`src/rtl/cpu_pkg.sv`:
```
// Shared types for the CPU control path.
// Holds the datapath control enums, the decoded control bundle and the
// width constants used by cpu_control and its decoder.
package cpu_pkg;

    localparam int unsigned OPCODE_W = 8;
    localparam int unsigned TCYCLE_W = 2;
    localparam logic [TCYCLE_W-1:0] TCYCLE_LAST = TCYCLE_W'(3);

    typedef enum logic {
        PcNextSame = 1'b0,
        PcNextInc  = 1'b1
    } pc_next_e;

    typedef enum logic [1:0] {
        RegSelA        = 2'd0,
        RegSelReg8Src  = 2'd1,
        RegSelReg8Dest = 2'd2
    } reg_sel_e;

    typedef enum logic {
        RegInputAlu = 1'b0,
        RegInputMem = 1'b1
    } reg_input_e;

    typedef enum logic {
        AluOpCopyA = 1'b0,
        AluOpIncA  = 1'b1
    } alu_op_e;

    typedef enum logic {
        AluSelAReg1 = 1'b0
    } alu_sel_a_e;

    typedef enum logic {
        AluSelBReg2 = 1'b0
    } alu_sel_b_e;

    // Control bundle driven to the datapath for one M-cycle.
    typedef struct packed {
        pc_next_e   pc_next;
        logic       inst_load;
        reg_sel_e   reg_read1_sel;
        reg_sel_e   reg_read2_sel;
        reg_sel_e   reg_write_sel;
        logic       reg_write_enable;
        reg_input_e reg_write_input;
        alu_op_e    alu_op;
        alu_sel_a_e alu_sel_a;
        alu_sel_b_e alu_sel_b;
        logic       mem_enable;
        logic       mem_write;
    } ctrl_t;

    // Idle bundle: no bus access, PC held, no register write.
    function automatic ctrl_t ctrl_idle();
        ctrl_t c;
        c.pc_next          = PcNextSame;
        c.inst_load        = 1'b0;
        c.reg_read1_sel    = RegSelA;
        c.reg_read2_sel    = RegSelA;
        c.reg_write_sel    = RegSelA;
        c.reg_write_enable = 1'b0;
        c.reg_write_input  = RegInputAlu;
        c.alu_op           = AluOpCopyA;
        c.alu_sel_a        = AluSelAReg1;
        c.alu_sel_b        = AluSelBReg2;
        c.mem_enable       = 1'b0;
        c.mem_write        = 1'b0;
        return c;
    endfunction

    // Opcode fetch overlaid on the idle bundle.
    function automatic ctrl_t ctrl_fetch();
        ctrl_t c;
        c           = ctrl_idle();
        c.mem_enable = 1'b1;
        c.inst_load  = 1'b1;
        c.pc_next    = PcNextInc;
        return c;
    endfunction

endpackage

```
`src/rtl/cpu_control_decode.sv`:
```
// Combinational instruction decoder.
// Ports:
//   opcode  in   current opcode
//   step    in   M-cycle index within the instruction
//   ctrl    out  control bundle for this M-cycle
//   last    out  this M-cycle is the fetch that ends the instruction
//   illegal out  opcode is not supported (decoded as NOP)
module cpu_control_decode
    import cpu_pkg::*;
(
    input  logic [OPCODE_W-1:0] opcode,
    input  logic                step,
    output ctrl_t               ctrl,
    output logic                last,
    output logic                illegal
);

    logic [2:0] dst;
    logic [2:0] src;

    assign dst = opcode[5:3];
    assign src = opcode[2:0];

    // Register code 6 is the (HL) memory operand, which is not supported.
    always_comb begin
        ctrl    = ctrl_fetch();
        last    = 1'b1;
        illegal = 1'b0;
        if (step) begin
            // Only LD r,n reaches step 1: plain fetch.
            ctrl = ctrl_fetch();
        end else if (opcode == OPCODE_W'(8'h00)) begin
            ctrl = ctrl_fetch();
        end else if (opcode[7:6] == 2'b01 && dst != 3'd6 && src != 3'd6) begin
            // LD r,r'
            ctrl.reg_read1_sel    = RegSelReg8Src;
            ctrl.alu_op           = AluOpCopyA;
            ctrl.reg_write_sel    = RegSelReg8Dest;
            ctrl.reg_write_input  = RegInputAlu;
            ctrl.reg_write_enable = 1'b1;
        end else if (opcode[7:6] == 2'b00 && src == 3'd4 && dst != 3'd6) begin
            // INC r
            ctrl.reg_read1_sel    = RegSelReg8Dest;
            ctrl.alu_op           = AluOpIncA;
            ctrl.reg_write_sel    = RegSelReg8Dest;
            ctrl.reg_write_input  = RegInputAlu;
            ctrl.reg_write_enable = 1'b1;
        end else if (opcode[7:6] == 2'b00 && src == 3'd6 && dst != 3'd6) begin
            // LD r,n step 0: read the immediate straight into the register
            ctrl                  = ctrl_idle();
            ctrl.mem_enable       = 1'b1;
            ctrl.pc_next          = PcNextInc;
            ctrl.reg_write_sel    = RegSelReg8Dest;
            ctrl.reg_write_input  = RegInputMem;
            ctrl.reg_write_enable = 1'b1;
            last                  = 1'b0;
        end else begin
            illegal = 1'b1;
        end
    end

endmodule

```
`src/rtl/cpu_control.sv`:
```
// CPU control unit: holds the opcode/step state and drives datapath controls.
// Outputs depend only on registered state, so they are stable for a whole
// M-cycle; state advances on the clk edge where t_cycle == 3.
// Build option: define CPU_CONTROL_ILLEGAL_TRAP_EN to lock the core on an
// unsupported opcode (until reset); otherwise such opcodes run as NOP.
// Ports:
//   clk, reset           clock, synchronous active-high reset
//   t_cycle              T-cycle index within the M-cycle
//   mem_data_in          bus read data (opcode on a fetch)
//   pc_next .. mem_write datapath control outputs
module cpu_control
    import cpu_pkg::*;
(
    input  logic                clk,
    input  logic                reset,
    input  logic [TCYCLE_W-1:0] t_cycle,
    input  logic [OPCODE_W-1:0] mem_data_in,
    output pc_next_e            pc_next,
    output logic                inst_load,
    output reg_sel_e            reg_read1_sel,
    output reg_sel_e            reg_read2_sel,
    output reg_sel_e            reg_write_sel,
    output logic                reg_write_enable,
    output reg_input_e          reg_write_input,
    output alu_op_e             alu_op,
    output alu_sel_a_e          alu_sel_a,
    output alu_sel_b_e          alu_sel_b,
    output logic                mem_enable,
    output logic                mem_write
);

    logic [OPCODE_W-1:0] opcode;
    logic                step;
    ctrl_t               dec_ctrl;
    ctrl_t               ctrl;
    logic                dec_last;
    logic                dec_illegal;
    logic                end_of_mcycle;
    logic                hold_c;

    cpu_control_decode u_decode (
        .opcode  (opcode),
        .step    (step),
        .ctrl    (dec_ctrl),
        .last    (dec_last),
        .illegal (dec_illegal)
    );

    assign end_of_mcycle = (t_cycle == TCYCLE_LAST);

`ifdef CPU_CONTROL_ILLEGAL_TRAP_EN
    logic lock;

    // Unsupported opcode freezes the core; only reset releases it.
    always_ff @(posedge clk) begin
        if (reset) begin
            lock <= 1'b0;
        end else if (end_of_mcycle && dec_illegal) begin
            lock <= 1'b1;
        end
    end

    assign hold_c = lock | dec_illegal;

    always_comb begin
        ctrl = dec_ctrl;
        if (hold_c) begin
            ctrl = ctrl_idle();
        end
    end
`else
    logic unused_illegal;

    assign unused_illegal = dec_illegal;
    assign hold_c         = 1'b0;

    always_comb begin
        ctrl = dec_ctrl;
    end
`endif

    // Opcode/step update; the executing instruction's write and the next
    // opcode load share this edge, so the write decodes from the old opcode.
    always_ff @(posedge clk) begin
        if (reset) begin
            opcode <= OPCODE_W'(8'h00);
            step   <= 1'b0;
        end else if (end_of_mcycle && !hold_c) begin
            if (dec_last) begin
                opcode <= mem_data_in;
                step   <= 1'b0;
            end else begin
                step   <= 1'b1;
            end
        end
    end

    assign pc_next          = ctrl.pc_next;
    assign inst_load        = ctrl.inst_load;
    assign reg_read1_sel    = ctrl.reg_read1_sel;
    assign reg_read2_sel    = ctrl.reg_read2_sel;
    assign reg_write_sel    = ctrl.reg_write_sel;
    assign reg_write_enable = ctrl.reg_write_enable;
    assign reg_write_input  = ctrl.reg_write_input;
    assign alu_op           = ctrl.alu_op;
    assign alu_sel_a        = ctrl.alu_sel_a;
    assign alu_sel_b        = ctrl.alu_sel_b;
    assign mem_enable       = ctrl.mem_enable;
    assign mem_write        = ctrl.mem_write;

endmodule

```
`config.mk`:
```
export PLATFORM = sky130hd
export DESIGN_NAME = cpu_control
export DESIGN_NICKNAME = d
export VERILOG_FILES = /design/src/rtl/cpu_pkg.sv /design/src/rtl/cpu_control_decode.sv /design/src/rtl/cpu_control.sv
export SDC_FILE = /design/constraint.sdc
export NUM_CORES = 1
export LEC_CHECK = 0
export ABC_AREA = 1
export CORE_MARGIN = 2
export CORE_UTILIZATION = 43
export DETAILED_ROUTE_END_ITERATION = 8
export PLACE_DENSITY = 0.9
export SLEW_MARGIN = 20
export SYNTH_ARGS = -nofsm -noshare
export SYNTH_HDL_FRONTEND = slang
export SYNTH_HIERARCHICAL = 1
export SYNTH_SLANG_ARGS = --single-unit
export TNS_END_PERCENT = 20
```
`constraint.sdc`:
```
create_clock -name clk -period 2.33 [get_ports clk]
set_input_delay 0.466 -clock clk [delete_from_list [all_inputs] [get_ports clk]]
set_output_delay 0.466 -clock clk [all_outputs]
set_load 0.1 [all_outputs]
```
Yosys cells after proc, flatten, opt, wreduce, memory -nomap -nowiden
Cells that the tools add are included.
{ "totals": {"register_bits": 9, "in_bits": 12, "out_inout_bits": 15, "wordCells": 36} }
{ "classes": {"n_eq_ne": 6, "mux": 19, "n_reduce_logical": 9} }
{ "ops": {"columns": ["operator", "count"], "rows": [
  ["$mux 15", 2],
  ["$mux 14", 1],
  ["$mux 2", 6],
  ["$mux 5", 2],
  ["$logic_not 8->1", 1],
  ["$mux 4", 2],
  ["$eq 3x3->1 const B", 2],
  ["$logic_and 1x1->1", 6],
  ["$mux 1", 6],
  ["$ne 3x3->1 const B", 2],
  ["$eq 2x1->1 const B", 1],
  ["$eq 2x2->1 const B", 1],
  ["$logic_not 2->1", 1],
  ["$reduce_and 2->1", 1]
]} }

Longest topological paths before layout
{ "depth": {"ltp_word": 9, "mapped_depth": 9, "depth_no_buf": 8} }

By module
Netlist, hierarchy kept.
{ "modules_own_cells": {"columns": ["module", "instances", "cells_per_inst", "area_per_inst_um2", "seq_area_each_um2"], "rows": [
  ["cpu_control", 1, 55, 377.9, 180.2],
  ["cpu_control_decode", 1, 43, 225.2, 0.0]
]} }

Least setup slack after synthesis
No wires, ideal clock.
{ "synth_path": {"path_kind": "register -> output", "from": "register opcode[7]", "to": "output reg_read1_sel[1]", "arrival_ns": 2.524, "required_ns": 1.864, "slack_ns": -0.660, "stages_incl_launch_ff": 6, "path_buffers": 1, "path_cell_list": "dfxtp_1 or2_1 nor2_2 nand2_1 nor2_1 buf_4"} }
{ "synth_between": {"elab_chain_len": 7, "word_cells_on_any_way": 11, "cone_classes": "1 x eq/ne; 4 x mux; 6 x reduce/logical"} }
{ "synth_lines": {"columns": ["item", "line", "source"], "rows": [
  ["from (decl)", "cpu_control.sv:32", "logic [OPCODE_W-1:0] opcode;"],
  ["from (signal assigned)", "cpu_control.sv:86", "opcode <= OPCODE_W'(8'h00);"],
  ["from (signal assigned)", "cpu_control.sv:90", "opcode <= mem_data_in;"],
  ["$logic_not 2->1", "cpu_control_decode.sv:41", "end else if (opcode[7:6] == 2'b00 && src == 3'd4 && dst != 3'd6) begin"],
  ["$logic_and 1x1->1 (2 in a row)", "cpu_control_decode.sv:41", null],
  ["$mux 2", "cpu_control_decode.sv:41", null],
  ["$mux 2", "cpu_control_decode.sv:34", "end else if (opcode[7:6] == 2'b01 && dst != 3'd6 && src != 3'd6) begin"],
  ["$mux 15 *", "cpu_control_decode.sv:32", "end else if (opcode == OPCODE_W'(8'h00)) begin"],
  ["$mux 15 *", "cpu_control_decode.sv:29", "if (step) begin"],
  ["to (decl)", "cpu_control.sv:20", "output reg_sel_e reg_read1_sel,"]
]} }
Mark *: on every way between the ends. The rest lies on a longest branch, timed or not.

Worst setup path in the final report
{ "layout_path": {"from": "register opcode[7]", "to": "output reg_write_input"} }
{ "layout_between": {"elab_chain_len": 8, "word_cells_on_any_way": 14, "cone_classes": "1 x eq/ne; 5 x mux; 8 x reduce/logical"} }
{ "layout_lines": {"columns": ["item", "line", "source"], "rows": [
  ["$logic_not 2->1", "cpu_control_decode.sv:41, cpu_control_decode.sv:48", null],
  ["$logic_and 1x1->1 (2 in a row)", "cpu_control_decode.sv:48", "end else if (opcode[7:6] == 2'b00 && src == 3'd6 && dst != 3'd6) begin"],
  ["$mux 14", "cpu_control_decode.sv:48", null],
  ["$mux 5", "cpu_control_decode.sv:41", null],
  ["$mux 5", "cpu_control_decode.sv:34", null],
  ["$mux 15 *", "cpu_control_decode.sv:32", null],
  ["$mux 15 *", "cpu_control_decode.sv:29", null],
  ["to (decl)", "cpu_control.sv:24", "output reg_input_e reg_write_input,"]
]} }
Marks and branches as above.

==> results.yml <==
sta:
  hold_viol: 0
  skew_ps: 4.41
  finalCritPeriodShare: 0.844
  finalMaxSlewViolations: 0
  hold_slack_ps: 522
  rsz0062_at_grt: "no"
  setup_slack_ps: 364
  fmax_ghz: 0.509
  min_period_ps: 1970
  setup_violations: 0
  fin_setup_tns_ps: 0
global_routing:
  grt_max_degree: 18
  grt_pass1_vias: 431
  grt_first_pass_wirelength_mm: 1.73
  antenna_found_initial: 0
  overflow: 0
  grtUsageTotal: 0.163
critical_path:
  start_kind: "flip-flop"
  crit_path_end_kind: "output pin"
  crit_chain: "or2_1 > nor2_2 > nand3_1 > inv_1 > buf_12"
  cp.required_ps: 1860
  critPathMaxStageDelay_ps: 320
  crit_fanout: 3
  cp_slowest_cell: "dfxtp_1"
  critPathKind: "reg2out"
  cp_top_family: "simple AND/OR/NAND/NOR gates"
  crit_buf_inv: 2
  cp_data_arrival_time_ps: 1500
layout:
  diodes: 0
  fin_cells: 122
  drive_gt1_frac: 0.150
  design_area_um2: 797
  num-nets-final: 120
  syn2layout_area_growth_pct: 38.5
  finish.utilization: 0.628
synth:
  avgSynthCellArea_um2: 6.32
  synth_cells: 91
  synth_area_um2: 576
  synth-warning-count: 6
floorplan:
  ios: 27
  initial_utilization: 0.454
  fp.dieArea_um2: 1650
  die_h_um: 40.6
  std_cell_rows: 13
  die_w_um: 40.6
  core_area_um2: 1270
power_and_ir_drop:
  p_total_uw: 515
  peakVddDrop_v: 0.000321
  power_density_nw_per_um2: 646
  p_leak_nw: 0.393
detailed_routing:
  vias: 508
  firstDrtPassIters: 4
  wl_per_cell_um: 9.14
  drtAntennaViolNets: 0
  drc: 0
  drt-total-wl_mm: 1.12
  drtIter0Drc: 17
  viasPerCell: 4.16
place:
  port-buffer-count: 18
  dpl.cell_count: 118
  gp_congestion: 0.701
  placed_area_um2: 771
  pre_cts_slack_ps: 635
  hpwl_um: 891
clock_tree:
  cts_setup_buffers: 0
  cts_root_buffer: "clkbuf_4"
  numCtsBuffers: 3
  htreeDepth: 1
  cts_resized: 0
  clk_path_buf_depth: 2
  cts-hold-fix-buffers: 0
  clkLatencyLatePin_ps: 260
  cts.sinks: 9
  cts_tree: "done"
  path_clk_slew_ps: 60
outcome:
  status: "finished, final reports clean"
hold_path:
  hold_class: "reg2reg"
run:
  cap_violations: 0
==> path summary, 6_finish.rpt <==
check | slack, ps | to | start | cells after the start
setup / recovery | 360 | reg_write_input | opcode[7] | 5
hold / removal | 520 | opcode[4] | opcode[4] | 4
setup reg to reg | 880 | opcode[0] | opcode[7] | 7
hold reg to reg | 520 | opcode[4] | opcode[4] | 4
==> metal layers <==
metal | vias to the layer above | wire [um] | track usage
li1 | 276 | - | -
met1 | 211 | 442 | 0.173
met2 | 19 | 575 | 0.302
met3 | 2 | 88 | 0.0333
met4 | 0 | 8 | 0.0750
met5 | - | 0 | 0
==> cell type report <==
| cell class | count | area, um2 |
|---|---|---|
| Clock buffer | 4 | 26.3 |
| Fill cell | 117 | 472 |
| Inverter | 15 | 56.3 |
| Multi-Input combinational cell | 61 | 278 |
| Sequential cell | 9 | 180 |
| Tap cell | 15 | 18.8 |
| Timing Repair Buffer | 18 | 238 |
==> worst reg2reg max path, cell delays in order (launching register included) <==
cell and delay [ps]:
dfxtp_1 320, or2_1 230, nor2_2 170, nand3_1 190, nand3_4 250, nand2_1 80, nand2_1 70, nor2_1 50
==> report_power, final <==
part / internal [mW] / switching (mW)
Sequential: 0.165 / 0.00938
Combinational: 0.0640 / 0.157
Clock: 0.0659 / 0.0541
==> state kept, by name, indices dropped and copies added (netlist names) <==
signal,flops
opcode,8
step,1
==> placed cells by master, fill, tap and decap left out, drive strengths merged, types with 2 or more instances in the layout <==
cell            n
dfxtp           9
buf             7
nand3           3
conb            8
inv            14
nand2          21
clkbuf          4
nor2           24
clkdlybuf4s50  11
a21oi           2
No activity file was read; power rests on OpenSTA's default activity.
